## src/rtl/program_memory_pkg.sv

```systemverilog
// rtl/program_memory_pkg.sv - shared types and defaults for the loadable program memory
package program_memory_pkg;

  localparam int PM_DATA_WIDTH = 16;
  localparam int PM_ADDR_WIDTH = 8;
  // Wide all-ones source; users truncate it to their own word width.
  localparam logic [63:0] PM_FILL_WORD = '1;

  typedef enum logic [1:0] {
    PM_CLEAR = 2'd0,
    PM_IDLE  = 2'd1,
    PM_LOAD  = 2'd2
  } pm_state_t;

endpackage

```

## src/rtl/program_memory_loadable_if.sv

```systemverilog
// rtl/program_memory_loadable_if.sv - fetch and load port bundle for program_memory_loadable
interface program_memory_loadable_if #(
  parameter int DATA_WIDTH = 16,
  parameter int ADDR_WIDTH = 8
);

  logic                  fetch_req;
  logic [ADDR_WIDTH-1:0] fetch_addr;
  logic                  fetch_ready;
  logic                  fetch_valid;
  logic [DATA_WIDTH-1:0] fetch_instr;
  logic                  load_start;
  logic                  load_clear;
  logic                  load_valid;
  logic [DATA_WIDTH-1:0] load_data;
  logic                  load_last;
  logic                  load_ready;
  logic                  load_done;
  logic [ADDR_WIDTH:0]   load_count;
  logic                  busy;

  modport master (
    output fetch_req, fetch_addr, load_start, load_clear, load_valid, load_data, load_last,
    input  fetch_ready, fetch_valid, fetch_instr, load_ready, load_done, load_count, busy
  );

  modport slave (
    input  fetch_req, fetch_addr, load_start, load_clear, load_valid, load_data, load_last,
    output fetch_ready, fetch_valid, fetch_instr, load_ready, load_done, load_count, busy
  );

endinterface

```

## src/rtl/pm_storage.sv

```systemverilog
// rtl/pm_storage.sv - single-port synchronous RAM with a registered, holding read port
module pm_storage #(
  parameter int                    DATA_WIDTH = 16,
  parameter int                    ADDR_WIDTH = 8,
  parameter logic [DATA_WIDTH-1:0] FILL_WORD  = '1
) (
  input  logic                  clk,
  input  logic                  rst_n,
  input  logic [ADDR_WIDTH-1:0] addr,
  input  logic                  we,
  input  logic [DATA_WIDTH-1:0] wdata,
  input  logic                  re,
  output logic [DATA_WIDTH-1:0] rdata
);

  logic [DATA_WIDTH-1:0] mem [0:(1<<ADDR_WIDTH)-1];
  logic [DATA_WIDTH-1:0] rdata_q, rdata_d;

  // The array itself is not reset; the clear sequencer initialises it.
  always_ff @(posedge clk) begin
    if (we) begin
      mem[addr] <= wdata;
    end
  end

  always_comb begin
    rdata_d = rdata_q;
    if (re) begin
      rdata_d = mem[addr];
    end
  end

  always_ff @(posedge clk or negedge rst_n) begin
    if (!rst_n) begin
      rdata_q <= FILL_WORD;
    end else begin
      rdata_q <= rdata_d;
    end
  end

  assign rdata = rdata_q;

endmodule

```

## src/rtl/program_memory_loadable.sv

```systemverilog
// rtl/program_memory_loadable.sv - writable program memory with clear sequencer and streaming load port
module program_memory_loadable
  import program_memory_pkg::*;
#(
  parameter int                    DATA_WIDTH = PM_DATA_WIDTH,
  parameter int                    ADDR_WIDTH = PM_ADDR_WIDTH,
  parameter logic [DATA_WIDTH-1:0] FILL_WORD  = DATA_WIDTH'(PM_FILL_WORD)
) (
  input  logic                      clk,
  input  logic                      rst_n,
  program_memory_loadable_if.slave  bus
);

  pm_state_t             state_q, state_d;
  logic [ADDR_WIDTH-1:0] cnt_q, cnt_d;
  logic                  reload_q, reload_d;
  logic [ADDR_WIDTH:0]   load_count_q, load_count_d;
  logic                  fetch_valid_q, fetch_valid_d;
  logic                  load_done_q, load_done_d;

  logic                  mem_we;
  logic                  mem_re;
  logic [ADDR_WIDTH-1:0] mem_addr;
  logic [DATA_WIDTH-1:0] mem_wdata;
  logic                  cnt_last;

  assign cnt_last = (cnt_q == {ADDR_WIDTH{1'b1}});

  always_comb begin
    state_d       = state_q;
    cnt_d         = cnt_q;
    reload_d      = reload_q;
    load_count_d  = load_count_q;
    fetch_valid_d = 1'b0;
    load_done_d   = 1'b0;
    mem_we        = 1'b0;
    mem_re        = 1'b0;
    mem_addr      = cnt_q;
    mem_wdata     = FILL_WORD;

    case (state_q)
      PM_CLEAR: begin
        mem_we = 1'b1;
        if (cnt_last) begin
          cnt_d    = '0;
          reload_d = 1'b0;
          if (reload_q) begin
            state_d      = PM_LOAD;
            load_count_d = '0;
          end else begin
            state_d = PM_IDLE;
          end
        end else begin
          cnt_d = cnt_q + 1'b1;
        end
      end

      PM_IDLE: begin
        mem_addr = bus.fetch_addr;
        if (bus.fetch_req) begin
          mem_re        = 1'b1;
          fetch_valid_d = 1'b1;
        end
        if (bus.load_start) begin
          cnt_d = '0;
          if (bus.load_clear) begin
            state_d  = PM_CLEAR;
            reload_d = 1'b1;
          end else begin
            state_d      = PM_LOAD;
            load_count_d = '0;
          end
        end
      end

      PM_LOAD: begin
        mem_wdata = bus.load_data;
        if (bus.load_valid) begin
          mem_we       = 1'b1;
          load_count_d = load_count_q + 1'b1;
          // The top address ends the session so the counter never wraps.
          if (bus.load_last || cnt_last) begin
            state_d     = PM_IDLE;
            load_done_d = 1'b1;
          end else begin
            cnt_d = cnt_q + 1'b1;
          end
        end
      end

      default: begin
        state_d = PM_CLEAR;
        cnt_d   = '0;
      end
    endcase
  end

  always_ff @(posedge clk or negedge rst_n) begin
    if (!rst_n) begin
      state_q       <= PM_CLEAR;
      cnt_q         <= '0;
      reload_q      <= 1'b0;
      load_count_q  <= '0;
      fetch_valid_q <= 1'b0;
      load_done_q   <= 1'b0;
    end else begin
      state_q       <= state_d;
      cnt_q         <= cnt_d;
      reload_q      <= reload_d;
      load_count_q  <= load_count_d;
      fetch_valid_q <= fetch_valid_d;
      load_done_q   <= load_done_d;
    end
  end

  pm_storage #(
    .DATA_WIDTH (DATA_WIDTH),
    .ADDR_WIDTH (ADDR_WIDTH),
    .FILL_WORD  (FILL_WORD)
  ) u_storage (
    .clk   (clk),
    .rst_n (rst_n),
    .addr  (mem_addr),
    .we    (mem_we),
    .wdata (mem_wdata),
    .re    (mem_re),
    .rdata (bus.fetch_instr)
  );

  assign bus.fetch_ready = (state_q == PM_IDLE);
  assign bus.load_ready  = (state_q == PM_LOAD);
  assign bus.busy        = (state_q != PM_IDLE);
  assign bus.fetch_valid = fetch_valid_q;
  assign bus.load_done   = load_done_q;
  assign bus.load_count  = load_count_q;

endmodule

```

## src/flat_wrapper.sv

```systemverilog
// flat-port wrapper written by rule: the top's interface ports become plain ports
module program_memory_loadable_flat import program_memory_pkg::*;
#(
  parameter int                    DATA_WIDTH = PM_DATA_WIDTH,
  parameter int                    ADDR_WIDTH = PM_ADDR_WIDTH,
  parameter logic [DATA_WIDTH-1:0] FILL_WORD  = DATA_WIDTH'(PM_FILL_WORD)
)
  (clk, rst_n, bus_fetch_req, bus_fetch_addr, bus_load_start, bus_load_clear, bus_load_valid, bus_load_data, bus_load_last, bus_fetch_ready, bus_fetch_valid, bus_fetch_instr, bus_load_ready, bus_load_done, bus_load_count, bus_busy);
  program_memory_loadable_if #(.DATA_WIDTH(DATA_WIDTH), .ADDR_WIDTH(ADDR_WIDTH)) bus_i ();
  input  logic clk;
  input  logic rst_n;
  input wire logic [$bits(bus_i.fetch_req)-1:0] bus_fetch_req;
  input wire logic [$bits(bus_i.fetch_addr)-1:0] bus_fetch_addr;
  input wire logic [$bits(bus_i.load_start)-1:0] bus_load_start;
  input wire logic [$bits(bus_i.load_clear)-1:0] bus_load_clear;
  input wire logic [$bits(bus_i.load_valid)-1:0] bus_load_valid;
  input wire logic [$bits(bus_i.load_data)-1:0] bus_load_data;
  input wire logic [$bits(bus_i.load_last)-1:0] bus_load_last;
  output wire logic [$bits(bus_i.fetch_ready)-1:0] bus_fetch_ready;
  output wire logic [$bits(bus_i.fetch_valid)-1:0] bus_fetch_valid;
  output wire logic [$bits(bus_i.fetch_instr)-1:0] bus_fetch_instr;
  output wire logic [$bits(bus_i.load_ready)-1:0] bus_load_ready;
  output wire logic [$bits(bus_i.load_done)-1:0] bus_load_done;
  output wire logic [$bits(bus_i.load_count)-1:0] bus_load_count;
  output wire logic [$bits(bus_i.busy)-1:0] bus_busy;
  assign bus_i.fetch_req = bus_fetch_req;
  assign bus_i.fetch_addr = bus_fetch_addr;
  assign bus_i.load_start = bus_load_start;
  assign bus_i.load_clear = bus_load_clear;
  assign bus_i.load_valid = bus_load_valid;
  assign bus_i.load_data = bus_load_data;
  assign bus_i.load_last = bus_load_last;
  assign bus_fetch_ready = bus_i.fetch_ready;
  assign bus_fetch_valid = bus_i.fetch_valid;
  assign bus_fetch_instr = bus_i.fetch_instr;
  assign bus_load_ready = bus_i.load_ready;
  assign bus_load_done = bus_i.load_done;
  assign bus_load_count = bus_i.load_count;
  assign bus_busy = bus_i.busy;
  program_memory_loadable #(.DATA_WIDTH(DATA_WIDTH), .ADDR_WIDTH(ADDR_WIDTH), .FILL_WORD(FILL_WORD)) u_core (.clk(clk), .rst_n(rst_n), .bus(bus_i));
endmodule
```

## config.mk

```make
export PLATFORM = sky130hd
export DESIGN_NAME = program_memory_loadable_flat
export DESIGN_NICKNAME = d
export VERILOG_FILES = /design/src/rtl/program_memory_pkg.sv /design/src/rtl/program_memory_loadable_if.sv /design/src/rtl/pm_storage.sv /design/src/rtl/program_memory_loadable.sv /design/src/flat_wrapper.sv
export SDC_FILE = /design/constraint.sdc
export NUM_CORES = 2
export LEC_CHECK = 0
export BUFFER_PORTS_ARGS = -buffer_cell sky130_fd_sc_hd__buf_2
export CORE_MARGIN = 2
export CORE_UTILIZATION = 50
export CTS_BUF_LIST = sky130_fd_sc_hd__clkbuf_8
export DETAILED_ROUTE_END_ITERATION = 16
export PLACE_DENSITY_LB_ADDON = 0.12
export SLEW_MARGIN = 30
export SYNTH_ARGS = -nofsm -noshare
export SYNTH_HDL_FRONTEND = slang
export SYNTH_SLANG_ARGS = --single-unit
```

## constraint.sdc

```tcl
create_clock -name clk -period 5.9 [get_ports clk]
set_input_delay 0.885 -clock clk [delete_from_list [all_inputs] [get_ports clk]]
set_output_delay 0.885 -clock clk [all_outputs]
set_load 0.01 [all_outputs]
```

After elaboration in Yosys (flattened, before gate mapping):

Memories as Yosys holds them, arrays and structs flattened. A register that Yosys moved wholly into a read port is not among the register bits.
Index checks and enable logic that the tools add are counted.

* muxes and demuxes: 33
* reductions and logical operators: 9
* add/sub/neg operators: 2
* eq/ne operators: 12

Operator list (count)
* two-way mux 9 bit: 5
* two-way mux 8 bit: 5
* case mux 9 bit (3 select lines): 1
* case mux 8 bit (3 select lines): 1
* two-way mux 16 bit: 1
* two-way mux 2 bit: 6
* two-way mux 1 bit: 11
* inequality test 2 bit (second input constant): 5
* adder 9 x 1 -> 9 bit (second input constant): 1
* adder 8 x 1 -> 8 bit (second input constant): 1
* == test 8 bit (second input constant): 1
* inequality test 2 x 1 -> 1 bit (second input constant): 4
* AND reduction 4 bit: 2
* case mux 2 bit (3 select lines): 1
* AND reduction 6 bit: 1
* case mux 1 bit (2 select lines): 2
* AND reduction 3 bit: 1
* nonzero test 3 bit: 1
* == test 2 x 1 -> 1 bit (second input constant): 1
* == test 2 bit (second input constant): 1
* logical NOT 2 bit: 1
* nonzero test 2 bit: 1
* logical NOT 1 bit: 1
* logical OR 1 bit: 1

* memories: 1
* register bits after elaboration: 22
* bits in writable memories: 4096
* word-level logic and storage cells: 63

Memories
* u_core.u_storage.mem: depth 256, width 16, read ports 1, clocked after Yosys merged registers in 1, write ports 1, line pm_storage.sv:16 `logic [DATA_WIDTH-1:0] mem [0:(1<<ADDR_WIDTH)-1];`

Longest topological paths before layout:

* depth in word-level cells: 5
* mapped depth: 16
* mapped depth without buffers: 9

By module:

Synthesis repeated with hierarchy kept, for this count alone.

* cell total of the unflattened synthesis: 7180
* area total of the unflattened synthesis: 159344.1 um^2

Modules (own cells, without submodules)
* pm_storage: times used 1, cells an instance 7003, area an instance 157920.2 um^2
* program_memory_loadable: times used 1, cells an instance 177, area an instance 1423.9 um^2

Worst setup path before layout:

Ideal clock, no wire load.

* path kind: flip-flop to flip-flop
* start: register u_core.state_q[0]
* end: memory u_core.u_storage.mem[0][11] (data pin)
* path slack: 1.094 ns
* clock period less this slack: 4.806 ns
* stages on the path, launching flop included: 4
* arrival time: 3.971 ns
* data required time: 5.065 ns
* library setup time: 0.835 ns
* cell sequence: dfrtp_1 -> clkbuf_1 -> clkbuf_1 -> or3_1

* longest elaborated chain between the ends: 2

Ends and longest elaborated chain
* start: declaration: line program_memory_loadable.sv:14 `pm_state_t state_q, state_d;`
* start signal: assignment: line program_memory_loadable.sv:107 `state_q <= state_d;`
* == test 2 bit: line program_memory_loadable.sv:41 `case (state_q)`
* two-way mux 16 bit: line program_memory_loadable.sv:41
* named net u_core.mem_wdata[11]: line program_memory_loadable.sv:24 `logic [DATA_WIDTH-1:0] mem_wdata;`
* end: declaration: line pm_storage.sv:16

The timed path passes the listed nets, and every way through them passes these cells.

Final worst setup path:

* start: register u_core.state_q[0]
* end: register u_core.u_storage.rdata_q[1], in the netlist u_core.u_storage.rdata[1], read port of u_core.u_storage.mem

* longest elaborated chain between the ends: 2

Ends and longest elaborated chain
* == test 2 x 1 -> 1 bit *: line program_memory_loadable.sv:41
* two-way mux 8 bit or two-way mux 1 bit (tied branches): line program_memory_loadable.sv:41
* end: declaration: line pm_storage.sv:17 `logic [DATA_WIDTH-1:0] rdata_q, rdata_d;`

Mark *: on every way between the ends. The rest lies on a longest branch, timed or not.
A chain may end at the register's enable or synchronous reset.

==> metrics.log <==
INFO  metric critical_path_required = about 7 ns
INFO  metric finalMaxSlewViolations = 0
INFO  metric finalWirelength = 473 mm
INFO  metric drt_iter0_markers = 12.6k
INFO  metric routed-via-count = 90.5k
INFO  metric drv_cap = 0
INFO  metric post_synth_num_cell_types = 54
INFO  metric post_cts_buffers = 0
INFO  metric avgSynthCellArea = 17.6 um^2
INFO  metric yosys_register_bits = 4134
INFO  metric synth-edff-count = 4096
INFO  metric clockBufferDepth = 4
INFO  metric run_status = complete, no violations
INFO  metric grt_use_met1 = between 40% and 50%
INFO  metric final.hold.worst_slack = 0.225 ns
INFO  metric cts_tree = built
INFO  metric ioPinCount = 61
INFO  metric cp_max_fo = 50
INFO  metric grt_usage = 29.9%
INFO  metric clkSinkCount = 4134
INFO  metric setup.worst_path.start_class = flop
INFO  metric final.setup.worst_slack = just over 0.008 ns
INFO  metric grt_pass1_vias = approximately 88k
INFO  metric htree_num_levels = 6
INFO  metric synth_top_flop_cell = edfxtp_1
INFO  metric layout-drive-gt1-share = between 15 and 20%
INFO  metric grt_busiest_layer = met2
INFO  metric fp.dieW = ~560 um
INFO  metric slew-limit-headroom = 19.6%
INFO  metric placement.setup.worst_slack = 0.120 ns
INFO  metric dp_hpwl = 265 mm
INFO  metric setup.worst_path.class = flop to flop
INFO  metric report.final.hold_viol_count = 0
INFO  metric global_routing_usage_on_met3 = 5.66%
INFO  metric grt_overflow_total = 0
INFO  metric max_freq = 170 MHz
INFO  metric yosysMostFrequentCell = edfxtp_1
INFO  metric setup.worst_path.end_class = flop
INFO  metric synthArstFlopShare = 0.919%
INFO  metric clkSlewWorstSetupHoldPaths = 0.06 ns
INFO  metric timing.final.setup_violations = 0
INFO  metric drt-pass1-iter-count = 6
INFO  metric nFillCells = 23.5k
INFO  metric vdd_drop_max = 0.000426 V
INFO  metric layout-area-overhead-vs-synth = 13.4%
INFO  metric power_density = ~500 mW/mm^2
INFO  metric number_of_cts_inserted_buffers = 664
INFO  metric yosys.area.top_type_share = around four fifths
INFO  metric die_height = 557 um
INFO  metric die_area = 0.310 mm^2
INFO  metric tns = 0 ns
INFO  metric power = 87000 uW
INFO  metric nets_finish = 9380
INFO  metric grt_antenna_before_repair = 29
INFO  metric vias_per_cell = 6.47
INFO  metric sequential_share_of_the_synthesized_area = 81.0%
INFO  metric slew_worst_pin = roughly 1.2 ns
INFO  metric grt_start_max_net_pins = 189
INFO  metric synth.net_count = 8709
INFO  metric post_cts_resize_count = 0
INFO  metric post_synthesis_cell_type_with_the_largest_combined_area = edfxtp_1
INFO  metric root_buffer = clkbuf_8
INFO  metric ys_top_cells_by_count = 4096 x edfxtp_1, 1854 x a22oi_1, 963 x a21oi_1
INFO  metric final.setup_skew = 0.0740 ns
INFO  metric yosysWarnings = 0
INFO  metric post-route-period-util = approximately 100%
INFO  metric drtAntennaViolNets = 0
INFO  metric cp.arrival = 6.97 ns
INFO  metric fp-row-count = 203
INFO  metric starting_density_of_the_core = 50.2%
INFO  metric period_needed = 5.89 ns
INFO  metric p_leak = around 0.053 uW
INFO  metric ff2ff_setup_slack = slightly above 0.008 ns
INFO  metric coreArea = 0.305 mm^2
INFO  metric grt_pass1_wl = about 660 mm
INFO  metric setup_repair_after_global_routing_missed_its_margin = no
INFO  metric worstSkewPairLatency = 1.21 ns
INFO  metric gpl.final_weighted_congestion = 0.867
INFO  metric timing.hold.worst.class = input pin to flop
INFO  metric syn_area = 0.153 mm^2
INFO  metric netlist_top_cells_area = edfxtp_1 80%, a22oi_1 9.1%, a21oi_1 3.1%
INFO  metric global_route.usage.met2 = 47.3%
INFO  metric route.detailed.drc = 0
INFO  metric synthCells = 8676
INFO  metric port_buffers = 60
INFO  metric detail_route.wl_per_cell = ~34 um
## sequential cells by signal, summed over array words and instances (netlist names)
| name | cells |
|---|---|
| u_core.bus.load_done | 1 |
| u_core.bus.load_count | 9 |
| u_core.bus.fetch_valid | 1 |
| u_core.cnt_q | 8 |
| u_core.state_q | 2 |
| u_core.u_storage.rdata | 16 |
| u_core.u_storage.mem | 4096 |
| u_core.reload_q | 1 |
## kinds of logic (layout without fill, tap and decap cells)
group | after synthesis | in the layout | synth area share, %
mux | 1 | 1 | 0.00654
fa+ha+maj | 2 | 2 | 0.0164
flops | 4134 | 4134 | 81.0
other cells | 0 | 16 | 0
simple gates | 447 | 447 | 1.26
buf+inv | 660 | 1852 | 2.00
xor+xnor | 1 | 1 | 0.00573
compound gates | 3431 | 3431 | 15.7
## timing repair
action,4_1_cts,5_1_grt
endpoints found under the hold margin,38,0
endpoints found under the setup margin,0,0
hold buffers,6,0
## power breakdown
group          internal [uW]  total, uW  switching (uW)
sequential             35300      35700             346
combinational           7660      29100           21500
clock                  10800      22200           11300
total                  53800      87000           33100
## layout by cell type (no fill, tap or decap), drive strengths merged, types with 12 or more instances in the layout
master and n:
nand2 60, a221oi 76, a41oi 37, o31ai 12
nand4 16, dfstp 16, edfxtp 4096, o21ai 61
dfrtp 22, nand3 38, a21oi 963, a22oi 1896
diode 16, or3 17, clkbuf 679, buf 649
o41ai 227, nor4 12, nor2 275, a22o 76
clkinv 177, inv 328, o22ai 43
## final cells by class
class / count / area, um^2 / share of cell area (%)
antenna: 16 / 40.0 / 0.0231
clock inverter: 508 / 2400 / 1.38
clock buffer: 679 / 9350 / 5.39
sequential: 4134 / 124000 / 71.4
inverter: 10 / 40.0 / 0.0231
tap: 4100 / 5130 / 2.96
multi-input combinational: 3882 / 26800 / 15.4
timing repair buffer: 655 / 5830 / 3.36
## through the flow
stage / util (%) / cells / area, um^2
after floorplan: - / 8676 / 153000
after global placement: 52.9 / 12770 / 161000
after detailed placement: 53.0 / 12772 / 162000
after CTS: 56.8 / 13965 / 173000
after global routing: 56.9 / 13975 / 173000
final: 56.9 / 13984 / 174000
## final timing paths
| path | startpoint | to | cells past startpoint |
|---|---|---|---|
| max | u_core.state_q[0] | u_core.u_storage.rdata[1] | 13 |
| min | bus_load_data[10] | u_core.u_storage.mem[243][10] | 2 |
| max reg2reg | u_core.state_q[0] | u_core.u_storage.rdata[1] | 13 |
| min reg2reg | u_core.bus.load_count[7] | u_core.bus.load_count[7] | 1 |
| max in group asynchronous | rst_n | u_core.bus.fetch_valid | 3 |
| min in group asynchronous | rst_n | u_core.bus.load_count[7] | 3 |
## routing by layer
| layer | part of all wire (%) | routed length (um) |
|---|---|---|
| met3 | 9.1 | 43100 |
| met2 | 47 | 224000 |
| met5 | 0.025 | 117 |
| met1 | 39 | 187000 |
| met4 | 4.0 | 18800 |
## critical path, cell delays in order, from the launching register on
cell and delay [ns]:
dfrtp_1 0.33, buf_4 0.29, nor2b_4 0.56, inv_4 0.25, nand3_1 0.21, o21a_4 0.34
buf_12 0.34, buf_4 0.45, buf_4 0.35, a21oi_1 0.06, o41ai_1 0.76, a41oi_1 0.69
a21oi_1 0.90, a31oi_1 0.19
Note: power is estimated with default switching activity, not from simulation.
